## src/rtl/multicycle_control_unit.sv

```systemverilog
// Multi-cycle RV32I control FSM: sequences fetch/decode/execute/memory/writeback and counts retired instructions.
// Optional macro ILLEGAL_TRAP_EN: unknown opcodes lock the FSM in TRAP with illegal=1 instead of acting as a NOP.
module multicycle_control_unit #(
    parameter int ALU_CTRL_W = 3,
    parameter int IMM_SRC_W  = 2,
    parameter int RET_CNT_W  = 32
) (
    input  logic                  clk,
    input  logic                  rst_n,
    input  logic [6:0]            op,
    input  logic [2:0]            funct3,
    input  logic                  funct7b5,
    input  logic                  zero,
    input  logic                  mem_ready,
    output logic                  mem_req,
    output logic                  mem_write,
    output logic                  adr_src,
    output logic                  ir_write,
    output logic                  pc_write,
    output logic                  reg_write,
    output logic [1:0]            result_src,
    output logic [1:0]            alu_src_a,
    output logic [1:0]            alu_src_b,
    output logic [ALU_CTRL_W-1:0] alu_control,
    output logic [IMM_SRC_W-1:0]  imm_src,
    output logic [RET_CNT_W-1:0]  instr_retired,
    output logic                  illegal
);

    typedef enum logic [3:0] {
        S_FETCH, S_DECODE, S_MEMADR, S_MEMREAD, S_MEMWB, S_MEMWRITE,
        S_EXECR, S_EXECI, S_ALUWB, S_BRANCH, S_JAL, S_TRAP
    } state_t;

    localparam logic [6:0] OP_LOAD   = 7'b0000011;
    localparam logic [6:0] OP_STORE  = 7'b0100011;
    localparam logic [6:0] OP_RTYPE  = 7'b0110011;
    localparam logic [6:0] OP_ITYPE  = 7'b0010011;
    localparam logic [6:0] OP_BRANCH = 7'b1100011;
    localparam logic [6:0] OP_JAL    = 7'b1101111;

    localparam logic [ALU_CTRL_W-1:0] ALU_ADD = ALU_CTRL_W'(0);
    localparam logic [ALU_CTRL_W-1:0] ALU_SUB = ALU_CTRL_W'(1);
    localparam logic [ALU_CTRL_W-1:0] ALU_AND = ALU_CTRL_W'(2);
    localparam logic [ALU_CTRL_W-1:0] ALU_OR  = ALU_CTRL_W'(3);
    localparam logic [ALU_CTRL_W-1:0] ALU_SLT = ALU_CTRL_W'(5);

    state_t state, state_nxt;
    logic   retire;

    function automatic logic [ALU_CTRL_W-1:0] alu_dec(input logic [2:0] f3,
                                                      input logic is_r,
                                                      input logic f7b5);
        case (f3)
            3'b000:  alu_dec = (is_r && f7b5) ? ALU_SUB : ALU_ADD;
            3'b010:  alu_dec = ALU_SLT;
            3'b110:  alu_dec = ALU_OR;
            3'b111:  alu_dec = ALU_AND;
            default: alu_dec = ALU_ADD;
        endcase
    endfunction

    always_comb begin
        state_nxt = state;
        case (state)
            S_FETCH:    if (mem_ready) state_nxt = S_DECODE;
            S_DECODE: begin
                case (op)
                    OP_LOAD, OP_STORE: state_nxt = S_MEMADR;
                    OP_RTYPE:          state_nxt = S_EXECR;
                    OP_ITYPE:          state_nxt = S_EXECI;
                    OP_BRANCH:         state_nxt = S_BRANCH;
                    OP_JAL:            state_nxt = S_JAL;
`ifdef ILLEGAL_TRAP_EN
                    default:           state_nxt = S_TRAP;
`else
                    default:           state_nxt = S_FETCH;
`endif
                endcase
            end
            S_MEMADR:   state_nxt = (op == OP_LOAD) ? S_MEMREAD : S_MEMWRITE;
            S_MEMREAD:  if (mem_ready) state_nxt = S_MEMWB;
            S_MEMWB:    state_nxt = S_FETCH;
            S_MEMWRITE: if (mem_ready) state_nxt = S_FETCH;
            S_EXECR,
            S_EXECI:    state_nxt = S_ALUWB;
            S_ALUWB:    state_nxt = S_FETCH;
            S_BRANCH:   state_nxt = S_FETCH;
            S_JAL:      state_nxt = S_ALUWB;
            S_TRAP:     state_nxt = S_TRAP;
            default:    state_nxt = S_FETCH;
        endcase
    end

    // An illegal-opcode NOP returns from DECODE, so it never counts as retired.
    assign retire = (state_nxt == S_FETCH) &&
                    (state == S_MEMWB || state == S_MEMWRITE ||
                     state == S_ALUWB || state == S_BRANCH);

    always_ff @(posedge clk or negedge rst_n) begin
        if (!rst_n) begin
            state         <= S_FETCH;
            instr_retired <= '0;
        end else begin
            state <= state_nxt;
            if (retire) instr_retired <= instr_retired + RET_CNT_W'(1);
        end
    end

`ifdef ILLEGAL_TRAP_EN
    assign illegal = (state == S_TRAP);
`else
    assign illegal = 1'b0;
`endif

    // Outputs are gated by rst_n so a reset mid-access drops mem_req at once.
    always_comb begin
        mem_req     = 1'b0;
        mem_write   = 1'b0;
        adr_src     = 1'b0;
        ir_write    = 1'b0;
        pc_write    = 1'b0;
        reg_write   = 1'b0;
        result_src  = 2'b00;
        alu_src_a   = 2'b00;
        alu_src_b   = 2'b00;
        alu_control = ALU_ADD;
        imm_src     = IMM_SRC_W'(0);
        if (rst_n) begin
            case (state)
                S_FETCH: begin
                    mem_req    = 1'b1;
                    alu_src_b  = 2'b10;
                    result_src = 2'b10;
                    ir_write   = mem_ready;
                    pc_write   = mem_ready;
                end
                S_DECODE: begin
                    alu_src_a = 2'b01;
                    alu_src_b = 2'b01;
                    imm_src   = IMM_SRC_W'(2);
                end
                S_MEMADR: begin
                    alu_src_a = 2'b10;
                    alu_src_b = 2'b01;
                    imm_src   = (op == OP_LOAD) ? IMM_SRC_W'(0) : IMM_SRC_W'(1);
                end
                S_MEMREAD: begin
                    mem_req = 1'b1;
                    adr_src = 1'b1;
                end
                S_MEMWB: begin
                    result_src = 2'b01;
                    reg_write  = 1'b1;
                end
                S_MEMWRITE: begin
                    mem_req   = 1'b1;
                    mem_write = 1'b1;
                    adr_src   = 1'b1;
                end
                S_EXECR: begin
                    alu_src_a   = 2'b10;
                    alu_control = alu_dec(funct3, 1'b1, funct7b5);
                end
                S_EXECI: begin
                    alu_src_a   = 2'b10;
                    alu_src_b   = 2'b01;
                    alu_control = alu_dec(funct3, 1'b0, funct7b5);
                end
                S_ALUWB: reg_write = 1'b1;
                S_BRANCH: begin
                    alu_src_a   = 2'b10;
                    alu_control = ALU_SUB;
                    case (funct3)
                        3'b000:  pc_write = zero;
                        3'b001:  pc_write = ~zero;
                        default: pc_write = 1'b0;
                    endcase
                end
                S_JAL: begin
                    alu_src_a = 2'b01;
                    alu_src_b = 2'b10;
                    pc_write  = 1'b1;
                end
                default: ;
            endcase
        end
    end

endmodule

```

## config.mk

```make
export PLATFORM = sky130hd
export DESIGN_NAME = multicycle_control_unit
export DESIGN_NICKNAME = d
export VERILOG_FILES = /design/src/rtl/multicycle_control_unit.sv
export SDC_FILE = /design/constraint.sdc
export NUM_CORES = 1
export LEC_CHECK = 0
export BUFFER_PORTS_ARGS = -buffer_cell sky130_fd_sc_hd__clkbuf_2
export CAP_MARGIN = 20
export CORE_MARGIN = 2
export CORE_UTILIZATION = 30
export CTS_CLUSTER_DIAMETER = 120
export DETAILED_ROUTE_END_ITERATION = 10
export PLACE_DENSITY_LB_ADDON = 0.25
export SYNTH_ARGS = -nofsm -noshare
export SYNTH_HDL_FRONTEND = slang
export SYNTH_SLANG_ARGS = --single-unit
```

## constraint.sdc

```tcl
create_clock -name clk -period 2 [get_ports clk]
set_input_delay 0.6 -clock clk [delete_from_list [all_inputs] [get_ports clk]]
set_output_delay 0.6 -clock clk [all_outputs]
set_load 0.02 [all_outputs]
```

Word level (Yosys, flattened, before mapping)
Index checks and enable logic that the tools add are counted.
{"block": "op_classes", "bitwise_logic": 1, "n_addsub": 1, "n_reduce_logical": 16, "n_eq_ne": 21, "muxes": 33}
{"op": "$add 32x1->32 const B", "count": 1}
{"op": "$pmux 4 s7", "count": 1}
{"op": "$pmux 4 s5", "count": 1}
{"op": "$pmux 3 s3", "count": 2}
{"op": "$eq 4x3->1 const B", "count": 4}
{"op": "$eq 4x4->1 const B", "count": 4}
{"op": "$pmux 2 s2", "count": 4}
{"op": "$eq 7x6->1 const B", "count": 2}
{"op": "$eq 7x7->1 const B", "count": 2}
{"op": "$mux 1", "count": 13}
{"op": "$mux 4", "count": 3}
{"op": "$pmux 3 s4", "count": 1}
{"op": "$reduce_or 2->1", "count": 5}
{"op": "$reduce_or 3->1", "count": 3}
{"op": "$eq 4x2->1 const B", "count": 2}
{"op": "$logic_not 4->1", "count": 2}
{"op": "$mux 2", "count": 4}
{"op": "$eq 7x2->1 const B", "count": 1}
{"op": "$eq 7x5->1 const B", "count": 1}
{"op": "$eq 3x3->1 const B", "count": 2}
{"op": "$mux 3", "count": 2}
{"op": "$eq 4x1->1 const B", "count": 1}
{"op": "$reduce_or 4->1", "count": 1}
{"op": "$eq 3x1->1 const B", "count": 1}
{"op": "7 further kinds", "count": 9}
{"block": "word_totals", "inputBits": 15, "out_inout_bits": 50, "wordCells": 74, "register_bits": 36}

Depth between registers and ports, before layout
{"block": "logic_depth", "depth_word": 6, "mapped_depth": 7, "ltp_nobuf": 6}

Worst setup path after synthesis
OpenSTA, ideal clock, no wires.
{"block": "synth_path", "path_type": "input port to output port", "startpoint": "input port rst_n", "endpoint": "output port ir_write", "path_stages": 4, "slack_ns": -0.275, "path_buffers": 1, "required_ns": 1.400, "arrival_ns": 1.675, "path_cell_list": "buf_2 -> nand2_1 -> nor3_1 -> and2_1"}
{"block": "synth_via", "elab_chain_cells": 1}
{"item": "start: declaration", "line_no": "9", "text": "input logic rst_n,"}
{"item": "$mux 1", "line_no": "129", "text": "if (rst_n) begin"}
{"item": "end: declaration", "line_no": "18", "text": "output logic ir_write,"}
Every way passes these cells.

Worst setup path after layout
{"block": "layout_path", "startpoint": "register state[0]", "endpoint": "output port alu_control[0]"}
{"block": "layout_via", "elab_chain_cells": 3, "word_cells_on_any_way": 5, "classes_between": "eq/ne: 3; mux: 2"}
{"item": "start: declaration", "line_no": "48", "text": "state_t state, state_nxt;"}
{"item": "start signal: assignment", "line_no": "105", "text": "state <= state_nxt;"}
{"item": "$eq 4x4->1 / $eq 4x3->1 (equally long branches)", "line_no": "130", "text": "case (state)"}
{"item": "$pmux 3 s3 *", "line_no": "130"}
{"item": "$mux 3 *", "line_no": "129"}
{"item": "end: declaration", "line_no": "24", "text": "output logic [ALU_CTRL_W-1:0] alu_control,"}
Mark *: on every way between the ends. The rest lies on a longest branch, timed or not.

==> results.md <==
* Initial core utilization at 30.9%
* Synth Cell Area at 2100 sq um
* Violated checks: setup timing
* Most common cell in the synthesized netlist: dfrtp_1
* EDFF count, synth at 0
* Worst path cell trace: buf_4 > nor2_2 > a21oi_1 > nor4_1 > o21a_1 > buf_4
* Yosys cell types at 41
* # clock sinks at 36
* Worst-path clk slew at around 0.080 ns
* Wire length of the first global-routing pass at 9360 um
* Layout cells sized above 1 at 49.6%
* Critical path type: reg2out
* Setup Skew at between 0.009 and 0.01 ns
* Grt total ovfl at 0
* Max-cap viol count at 0
* Crit path top cell by count: buf_4
* CTS Buf Count at 5
* CTS tree: built
* Area contributors post-synth: dfrtp_1 (43%), xnor2_1 (9.2%), xor2_1 (5.4%)
* Tot GR Track Use at between 10% and 20%
* VDD IR max at 0.263 mV
* Net count after synthesis at 241
* Leak at 1.55 nW
* Pre-Repair DR Iteration Count at 4
* Syn Area/Cell at 9.33 sq um
* Final Cycle Share at 110%
* Port buffer count at 63
* Top delay family on crit path: flip-flops
* Post-detail-place hpwl at ~4000 um
* CTS HTree Levels at 2
* Synth warnings at 0
* CP Launch Type: register
* Seq/Total Area, Yosys at between 40 and 50%
* Root buf cell: clkbuf_8
* Routability congestion estimate at 0.748
* ANT nets after route at 0
* CTS max path bufs at 2
* Synth cell count leaders: dfrtp_1 (36), xnor2_1 (22), nand2_1 (19), nor2_1 (14)
* DR vias at 2,051
* Fin. Hold Viols at 0
* Die Ht at about 88 um
* Worst path required time at 1.40 ns
* FP Rows at 30
* CP bufs+invs at 2
* Hold Path Class: reg2reg
* Setup TNS at -1.09 ns
* Worst skew pair latency at about 0.29 ns
* Antenna cells at 0
* Worst setup EP type: output pin
* Final min period at 2.21 ns
* Die X at 87.6 um
* Io pins at 65
* Status: finished with violations
* CP arrival at between 1.5 and 2 ns
* Area Overhead vs Synth at 56.9%
* CP Max Fanout at 6
* Fmax at 453 MHz
* Initial DRC count at 92
* DRT Wirelength at 5670 um
* RSZ-0062 raised after global routing: true
* Cell taking the most area after synthesis: dfrtp_1
* Cell area power density at 548 nW/um^2
* Final setup margin at -0.207 ns
* Vias in the first global route at 2,000
* Vias per std cell at 4.74
* Die Area at 7680 sq um
* Max incr delay on CP at 0.45 ns
* Synth Register Bits at 36
* Wire per inst at 13.1 um
* Share of the synthesized area in the top cell type at 42.9%
* Largest net degree at the start of global routing at 37
* Total chip power at 1.81 mW
* Core area at 6790 sq um
* Nets at 352
* Initial antenna violation count at 0
* Post-synth ARST share at 100%
* Post-Synthesis Cells at 225
* Final Max Slew Viols at 0
* Fill cells at 641
* Final setup violation count at 14
* Crit-path slowest cell: dfrtp_2
* Predominant post-synthesis flop cell: dfrtp_1
* Remaining DRCs at 0
metrics by stage:
step / hold WS [ns] / utilization [%] / area [sq um] / setup WS (ns) / cells
after global placement: 0.464 / 41.1 / 2790 / -0.133 / 410
after floorplan: 0.304 / - / 2120 / -0.0551 / 225
after detailed placement: 0.467 / 41.1 / 2790 / -0.161 / 410
after CTS: 0.473 / 46.1 / 3130 / -0.140 / 429
after global routing: 0.505 / 48.5 / 3290 / -0.284 / 433
final: 0.472 / 48.5 / 3290 / -0.207 / 433
power breakdown:
| part | internal [mW] | switching (mW) | leakage, nW |
|---|---|---|---|
| combinational | 0.170 | 0.195 | 1.02 |
| sequential | 0.762 | 0.0417 | 0.475 |
| clock | 0.369 | 0.267 | 0.0541 |
final cells by class:
type / instances / area, sq um / share of cell area, %
clock buffers: 5 / 68.8 / 2.09
well taps: 96 / 120 / 3.65
multi-input cells: 176 / 1320 / 40.1
flip-flops and latches: 36 / 906 / 27.5
inverters: 2 / 12.5 / 0.380
clock inverters: 3 / 42.5 / 1.29
repair buffers: 115 / 823 / 25.0
state kept, by name (all words and copies together) (netlist names):
name and cells:
state 4, instr_retired 32
cell families after synthesis:
| group | after synthesis | synth area share [%] |
|---|---|---|
| buffers and inverters | 13 | 2.80 |
| AO/OA/AOI/OAI | 21 | 6.26 |
| XOR/XNOR | 35 | 14.6 |
| flip-flops | 36 | 42.9 |
| multiplexers | 1 | 0.537 |
| other | 1 | 0.179 |
| AND/OR/NAND/NOR | 117 | 32.1 |
| adder cells (fa/ha/maj) | 1 | 0.596 |
layout by cell type, fill, tap and decap left out, drive strengths merged, types with 4 or more instances in the layout:
cell type	instances
a21oi	7
and2	6
and3	11
and4	5
buf	66
clkbuf	54
dfrtp	36
nand2	19
nand2b	4
nand3	13
nand4	12
nor2	14
nor2b	5
nor3	14
nor3b	4
nor4	6
o21ai	7
xnor2	22
xor2	13
layer usage:
layer / track usage (%) / share of wire [%]
met1: 20.2 / 45
met2: 25.2 / 49
met3: 3.77 / 5.2
met4: 3.64 / 0.90
met5: 0 / 0
repair_timing:
item	4_1_cts	5_1_grt
setup endpoints to repair	17	17
pin swaps	7	7
hold buffers	0	0
gates resized for setup	47	46
buffers inserted	11	4
gates cloned	0	0
final timing paths:
| path | from | endpoint | slack, ns | depth (start not counted) |
|---|---|---|---|---|
| worst max-delay path | state[0] | alu_control[0] | -0.21 | 6 |
| worst min-delay path | instr_retired[31] | instr_retired[31] | 0.47 | 1 |
| worst max register to register | state[2] | instr_retired[29] | 0.06 | 9 |
| worst min register to register | instr_retired[31] | instr_retired[31] | 0.47 | 1 |
| max in group asynchronous | rst_n | state[1] | 1.14 | 2 |
| min in group asynchronous | rst_n | instr_retired[11] | 0.51 | 2 |
(Power assumes the default switching activity.)
